**config.mk**
```make
export PLATFORM = sky130hd
export DESIGN_NAME = ram_ctrl
export DESIGN_NICKNAME = d
export VERILOG_FILES = /design/src/rtl/ram_pkg.sv /design/src/rtl/ram_ctrl.sv
export SDC_FILE = /design/constraint.sdc
export NUM_CORES = 1
export LEC_CHECK = 0
export CORE_ASPECT_RATIO = 1.1
export CORE_MARGIN = 2
export CORE_UTILIZATION = 41
export DETAILED_ROUTE_END_ITERATION = 8
export GPL_TIMING_DRIVEN = 0
export PLACE_DENSITY = 0.77
export SETUP_SLACK_MARGIN = 0.02
export SLEW_MARGIN = 40
export SYNTH_ARGS = -nofsm -noshare
export SYNTH_HDL_FRONTEND = slang
export SYNTH_SLANG_ARGS = --single-unit
```
**constraint.sdc**
```tcl
create_clock -name clk -period 1.61 [get_ports clk]
set_input_delay 0.322 -clock clk [delete_from_list [all_inputs] [get_ports clk]]
set_output_delay 0.322 -clock clk [all_outputs]
set_load 0.01 [all_outputs]
```
**src/rtl/ram_pkg.sv**
```systemverilog
// ram_pkg: shared types and default widths for the JK-flip-flop RAM bank
// controller (ram_ctrl). The request struct uses the default widths and is
// the natural type for request tables at the default configuration.
package ram_pkg;

  localparam int unsigned RAM_ADDR_W  = 2;
  localparam int unsigned RAM_DATA_W  = 4;
  localparam int unsigned SETUP_CNT_W = 4;  // holds SETUP_CYC-1 for SETUP_CYC up to 15

  typedef enum logic [2:0] {
    ST_IDLE,
    ST_SETUP,
    ST_STROBE,
    ST_HOLD,
    ST_VERIFY,
    ST_RESP
  } state_e;

  typedef struct packed {
    logic                  write;
    logic [RAM_ADDR_W-1:0] addr;
    logic [RAM_DATA_W-1:0] wdata;
  } ram_req_t;

endpackage

```
**src/rtl/ram_ctrl.sv**
```systemverilog
// ram_ctrl: initiator-side controller for one JK-flip-flop RAM bank.
// Accepts one read/write request at a time over valid/ready, holds address
// and data stable for SETUP_CYC cycles before a single-cycle write strobe,
// adds one hold cycle, then presents the response until it is accepted.
// Optional feature: define RAM_CTRL_VERIFY_EN to read back every write and
// report a mismatch on rsp_err; without it rsp_err is tied to 0.
module ram_ctrl
  import ram_pkg::*;
#(
  parameter int unsigned ADDR_W    = RAM_ADDR_W,
  parameter int unsigned DATA_W    = RAM_DATA_W,
  parameter int unsigned SETUP_CYC = 1
) (
  input  logic              clk,
  input  logic              clear,
  input  logic              req_valid,
  output logic              req_ready,
  input  logic              req_write,
  input  logic [ADDR_W-1:0] req_addr,
  input  logic [DATA_W-1:0] req_wdata,
  output logic              rsp_valid,
  input  logic              rsp_ready,
  output logic [DATA_W-1:0] rsp_rdata,
  output logic              rsp_err,
  output logic              ram_sel,
  output logic [ADDR_W-1:0] ram_addr,
  output logic              ram_write,
  output logic [DATA_W-1:0] ram_wdata,
  input  logic [DATA_W-1:0] ram_rdata
);

  if (SETUP_CYC < 1 || SETUP_CYC > 15) begin : g_bad_setup
    $error("ram_ctrl: SETUP_CYC must be in 1..15");
  end

  localparam logic [SETUP_CNT_W-1:0] SETUP_LOAD = SETUP_CNT_W'(SETUP_CYC - 1);

  typedef struct packed {
    logic              write;
    logic [ADDR_W-1:0] addr;
    logic [DATA_W-1:0] wdata;
  } req_t;

  state_e                 state_q, state_d;
  logic [SETUP_CNT_W-1:0] cnt_q, cnt_d;
  req_t                   req_q, req_d;
  logic [DATA_W-1:0]      rsp_rdata_q, rsp_rdata_d;
  logic                   req_ready_q, req_ready_d;
  logic                   rsp_valid_q, rsp_valid_d;
  logic                   ram_sel_q, ram_sel_d;
  logic                   ram_write_q, ram_write_d;
`ifdef RAM_CTRL_VERIFY_EN
  logic                   rsp_err_q, rsp_err_d;
`endif

  // Next-state logic; every RAM-side and handshake output is derived from the
  // next state so that it is registered and glitch-free on the bank pins.
  always_comb begin
    // NOTE: every variable gets a default first so no path leaves it
    // unassigned, which would otherwise infer a latch.
    state_d     = state_q;
    cnt_d       = cnt_q;
    req_d       = req_q;
    rsp_rdata_d = rsp_rdata_q;
`ifdef RAM_CTRL_VERIFY_EN
    rsp_err_d   = rsp_err_q;
`endif

    case (state_q)
      ST_IDLE: begin
        if (req_valid) begin
          req_d       = '{write: req_write, addr: req_addr, wdata: req_wdata};
          cnt_d       = SETUP_LOAD;
          rsp_rdata_d = '0;
`ifdef RAM_CTRL_VERIFY_EN
          rsp_err_d   = 1'b0;
`endif
          state_d     = ST_SETUP;
        end
      end
      ST_SETUP: begin
        if (cnt_q == '0) state_d = ST_STROBE;
        else             cnt_d   = cnt_q - 1'b1;
      end
      ST_STROBE: begin
        // Reads sample the bank at the end of the strobe cycle; write acks carry 0.
        if (!req_q.write) rsp_rdata_d = ram_rdata;
        state_d = ST_HOLD;
      end
      ST_HOLD: begin
`ifdef RAM_CTRL_VERIFY_EN
        state_d = req_q.write ? ST_VERIFY : ST_RESP;
`else
        state_d = ST_RESP;
`endif
      end
      ST_VERIFY: begin
`ifdef RAM_CTRL_VERIFY_EN
        rsp_err_d = (ram_rdata != req_q.wdata);
`endif
        state_d = ST_RESP;
      end
      ST_RESP: begin
        if (rsp_ready) state_d = ST_IDLE;
      end
      default: state_d = ST_IDLE;
    endcase

    req_ready_d = (state_d == ST_IDLE);
    rsp_valid_d = (state_d == ST_RESP);
    ram_sel_d   = (state_d == ST_SETUP) || (state_d == ST_STROBE) ||
                  (state_d == ST_HOLD)  || (state_d == ST_VERIFY);
    ram_write_d = (state_d == ST_STROBE) && req_d.write;
  end

  // State, request and output registers; clear aborts any transaction.
  always_ff @(posedge clk or negedge clear) begin
    if (!clear) begin
      state_q     <= ST_IDLE;
      cnt_q       <= '0;
      req_q       <= '0;
      rsp_rdata_q <= '0;
      req_ready_q <= 1'b1;
      rsp_valid_q <= 1'b0;
      ram_sel_q   <= 1'b0;
      ram_write_q <= 1'b0;
`ifdef RAM_CTRL_VERIFY_EN
      rsp_err_q   <= 1'b0;
`endif
    end else begin
      // NOTE: non-blocking assignments so all registers update together from
      // the values present before the edge.
      state_q     <= state_d;
      cnt_q       <= cnt_d;
      req_q       <= req_d;
      rsp_rdata_q <= rsp_rdata_d;
      req_ready_q <= req_ready_d;
      rsp_valid_q <= rsp_valid_d;
      ram_sel_q   <= ram_sel_d;
      ram_write_q <= ram_write_d;
`ifdef RAM_CTRL_VERIFY_EN
      rsp_err_q   <= rsp_err_d;
`endif
    end
  end

  // Address and data come straight from the request register, which only
  // loads in IDLE, so they cannot move while ram_sel is high.
  assign ram_addr  = req_q.addr;
  assign ram_wdata = req_q.wdata;
  assign ram_sel   = ram_sel_q;
  assign ram_write = ram_write_q;
  assign req_ready = req_ready_q;
  assign rsp_valid = rsp_valid_q;
  assign rsp_rdata = rsp_rdata_q;
`ifdef RAM_CTRL_VERIFY_EN
  assign rsp_err   = rsp_err_q;
`else
  assign rsp_err   = 1'b0;
`endif

endmodule

```
==> impl_results.md <==
* Width of the die at roughly 52 µm
* Maxcap violations at 0
* DRT iter0 DRCs at 8
* WL/cell at 13.9 µm
* Maximum root-to-sink buffer count at 2
* Final Wtd Congestion at about 0.80
* Total die area at between 2000 and 3000 µm²
* Initial Utilization at a little over two fifths
* Number of synthesized register bits at 22
* DR vias at 820
* Setup crit start kind: flip-flop
* Most common cell after layout, fill and taps aside: dfrtp_1
* Routed vias/inst at 5.19
* Gr usage total at 16.4%
* Yosys warns at 0
* Pwr Density at roughly 1900 nW/µm²
* DRT Pass-1 Iters at 4
* Mapped Avg Cell Area at between 10 and 15 µm²
* Worst-skew pair later-pin latency at between 300 and 400 ps
* Final Hold Viols at 0
* # H-tree levels at 1
* Clk root buf: clkbuf_4
* Num CTS Buffers at 3
* Overall power at roughly 2800 µW
* Area Overhead vs Synth at 42.1%
* Cells after Synth at 87
* Post-Syn Area at ~1000 µm²
* Routed wire length at 2.19 mm
* Syn nets at around 100
* Antenna cell count at 0
* CTS tree: yes
* Number of global-route vias before repair at ~860
* Crit Path Category: flip-flop to flip-flop
* Register area share after synthesis at between 50% and 60%
* Final nets at 145
* Distinct cells, synth at 28
* Area of the multi-input gates at about 440 µm²
* Post-Place Setup Slack at -363 ps
* Share of cells above drive strength 1 at approximately a third
* Fmax at between 600 and 700 MHz
* Hold/Removal Path Class: input port to asynchronous set/reset pin
* HPWL Detailed at about 1.5 mm
* I/O pin total at 30
* Reg area at around 550 µm²
* Fin crit period at ~1600 ps
* FP Rows at 19
* CTS clock-pin slew for the worst setup and hold paths at 130 ps
* Setup ws final at ~45 ps
* Most frequent cells in the layout: 21 x dfrtp_1, 20 x clkdlybuf4s50_1, 14 x buf_4
* Initial antenna violation count at 0
* CP endpoint kind: flip-flop
* Core area at around 2500 µm²
* WP data arrival at 1770 ps
* Req. time, crit path at between 1500 and 2000 ps
* Status: finished clean
* FF-to-FF path depth at 5
* Clk sinks at 22
* Remaining antenna violation count at 0
* Pin count of the biggest net entering global routing at 23
* Port Buf Inserts at 28
* Fill count at 208
* Clock Skew at ~12 ps
* Peak supply drop at 1.04 mV
* Final routed DRC violation total at 0
* Critical path peak fanout at 2
* First-pass GRT wire length at ~3.7 mm
* Final Max Slew Viols at 0
* Die Y at 57.0 µm
* Final hold slack at approximately 480 ps
* Fin util at between 60% and 70%
* Leak Pwr at 0.000685 µW
* Total grt overflow at 0
* Ratio of final minimum period to clock period at approximately 100%
* Setup Viol. Count Final at 0
[synthesized netlist by cell type]
master / count / share of area (%)
nor4b_4: 1 / 2.3
a21o_1: 2 / 1.4
nor3b_1: 1 / 0.72
nand2_1: 3 / 1.1
and2_1: 1 / 0.60
nor2_1: 4 / 1.4
nand3_1: 1 / 0.48
nand2b_1: 3 / 1.8
nand3b_1: 2 / 1.4
mux2_2: 10 / 11
a22o_1: 6 / 5.0
dfstp_2: 1 / 2.5
ha_1: 2 / 2.4
nor3_1: 2 / 0.96
o2bb2ai_1: 1 / 0.84
nor4b_2: 1 / 1.4
a211oi_1: 1 / 0.72
or3b_1: 1 / 0.84
o211ai_1: 2 / 1.4
buf_4: 7 / 5.0
and3_1: 1 / 0.60
buf_2: 4 / 1.9
inv_1: 2 / 0.72
nor4_1: 2 / 1.2
dfrtp_1: 21 / 50
conb_1: 1 / 0.36
a21oi_1: 1 / 0.48
o21ai_0: 3 / 1.4
[report_power, final]
part / internal [µW] / leakage, µW / total (µW) / switching [µW]
registers: 800 / 0.000273 / 955 / 155
clock network: 252 / 0.0000279 / 421 / 169
logic: 815 / 0.000384 / 1380 / 562
[timing repair]
| action | 4_1_cts | 5_1_grt |
|---|---|---|
| resized for setup | 11 | 2 |
| pin swaps | 0 | 1 |
| hold buffers | 1 | 0 |
| setup endpoints to repair | 16 | 3 |
| buffers inserted | 4 | 3 |
| hold endpoints to repair | 21 | 0 |
[critical path, cell delays in order, from the launching register on]
cell     delay (ps)
dfrtp_1         410
inv_2            80
ha_4            130
or3b_4          390
mux2_2          280
a22o_1          170
[final timing paths]
check	from	end	slack (ps)
max	cnt_q[1]$_DFFE_PN0P_	cnt_q[1]$_DFFE_PN0P_	40
min	clear	ram_addr[0]$_DFFE_PN0P_	480
max reg2reg	cnt_q[1]$_DFFE_PN0P_	cnt_q[1]$_DFFE_PN0P_	40
min reg2reg	rsp_rdata[3]$_DFFE_PN0P_	rsp_rdata[3]$_DFFE_PN0P_	520
max in group asynchronous	clear	req_ready$_DFF_PN1_	780
min in group clk	rsp_rdata[3]$_DFFE_PN0P_	rsp_rdata[3]$_DFFE_PN0P_	520
[metrics by stage]
stage / std cells / cell area [µm²] / TNS [ps]
floorplan: 87 / 1050 / 0
global placement: 146 / 1370 / -2760
detailed placement: 146 / 1360 / -2820
CTS: 155 / 1460 / 0
global route: 158 / 1490 / -2.81
finish: 158 / 1490 / 0
[per-layer routing]
layer  vias up  part of all wire, %  global-route usage [%]
met2        29                   53                    29.8
met5         -                    0                       0
met1       403                   39                    18.7
met3         5                  5.3                    2.62
li1        383                    -                       -
met4         0                  1.9                    6.59
[registers in the layout (all words and copies together), names as in the netlist]
name / count
cnt_q: 4
ram_wdata: 4
rsp_rdata: 4
state_q: 3
ram_addr: 2
ram_sel: 1
ram_write: 1
req_q: 1
req_ready: 1
rsp_valid: 1
[cell type report]
type | instances | area share [%]
Sequential cell | 22 | 37.1
Multi-Input combinational cell | 52 | 29.3
Timing Repair Buffer | 36 | 22.1
Buffer | 11 | 4.88
Tap cell | 31 | 2.61
Clock inverter | 1 | 2.02
Clock buffer | 3 | 1.51
Inverter | 2 | 0.505
[logic make-up after synthesis]
group | Yosys count | share of synthesized area [%]
other | 1 | 0.358
AND/OR/NAND/NOR | 23 | 14.8
AO/OA/AOI/OAI | 16 | 11.3
buffers and inverters | 13 | 7.65
flip-flops | 22 | 52.7
multiplexers | 10 | 10.8
adder cells (fa/ha/maj) | 2 | 2.39
No activity file was read; power rests on OpenSTA's default activity.
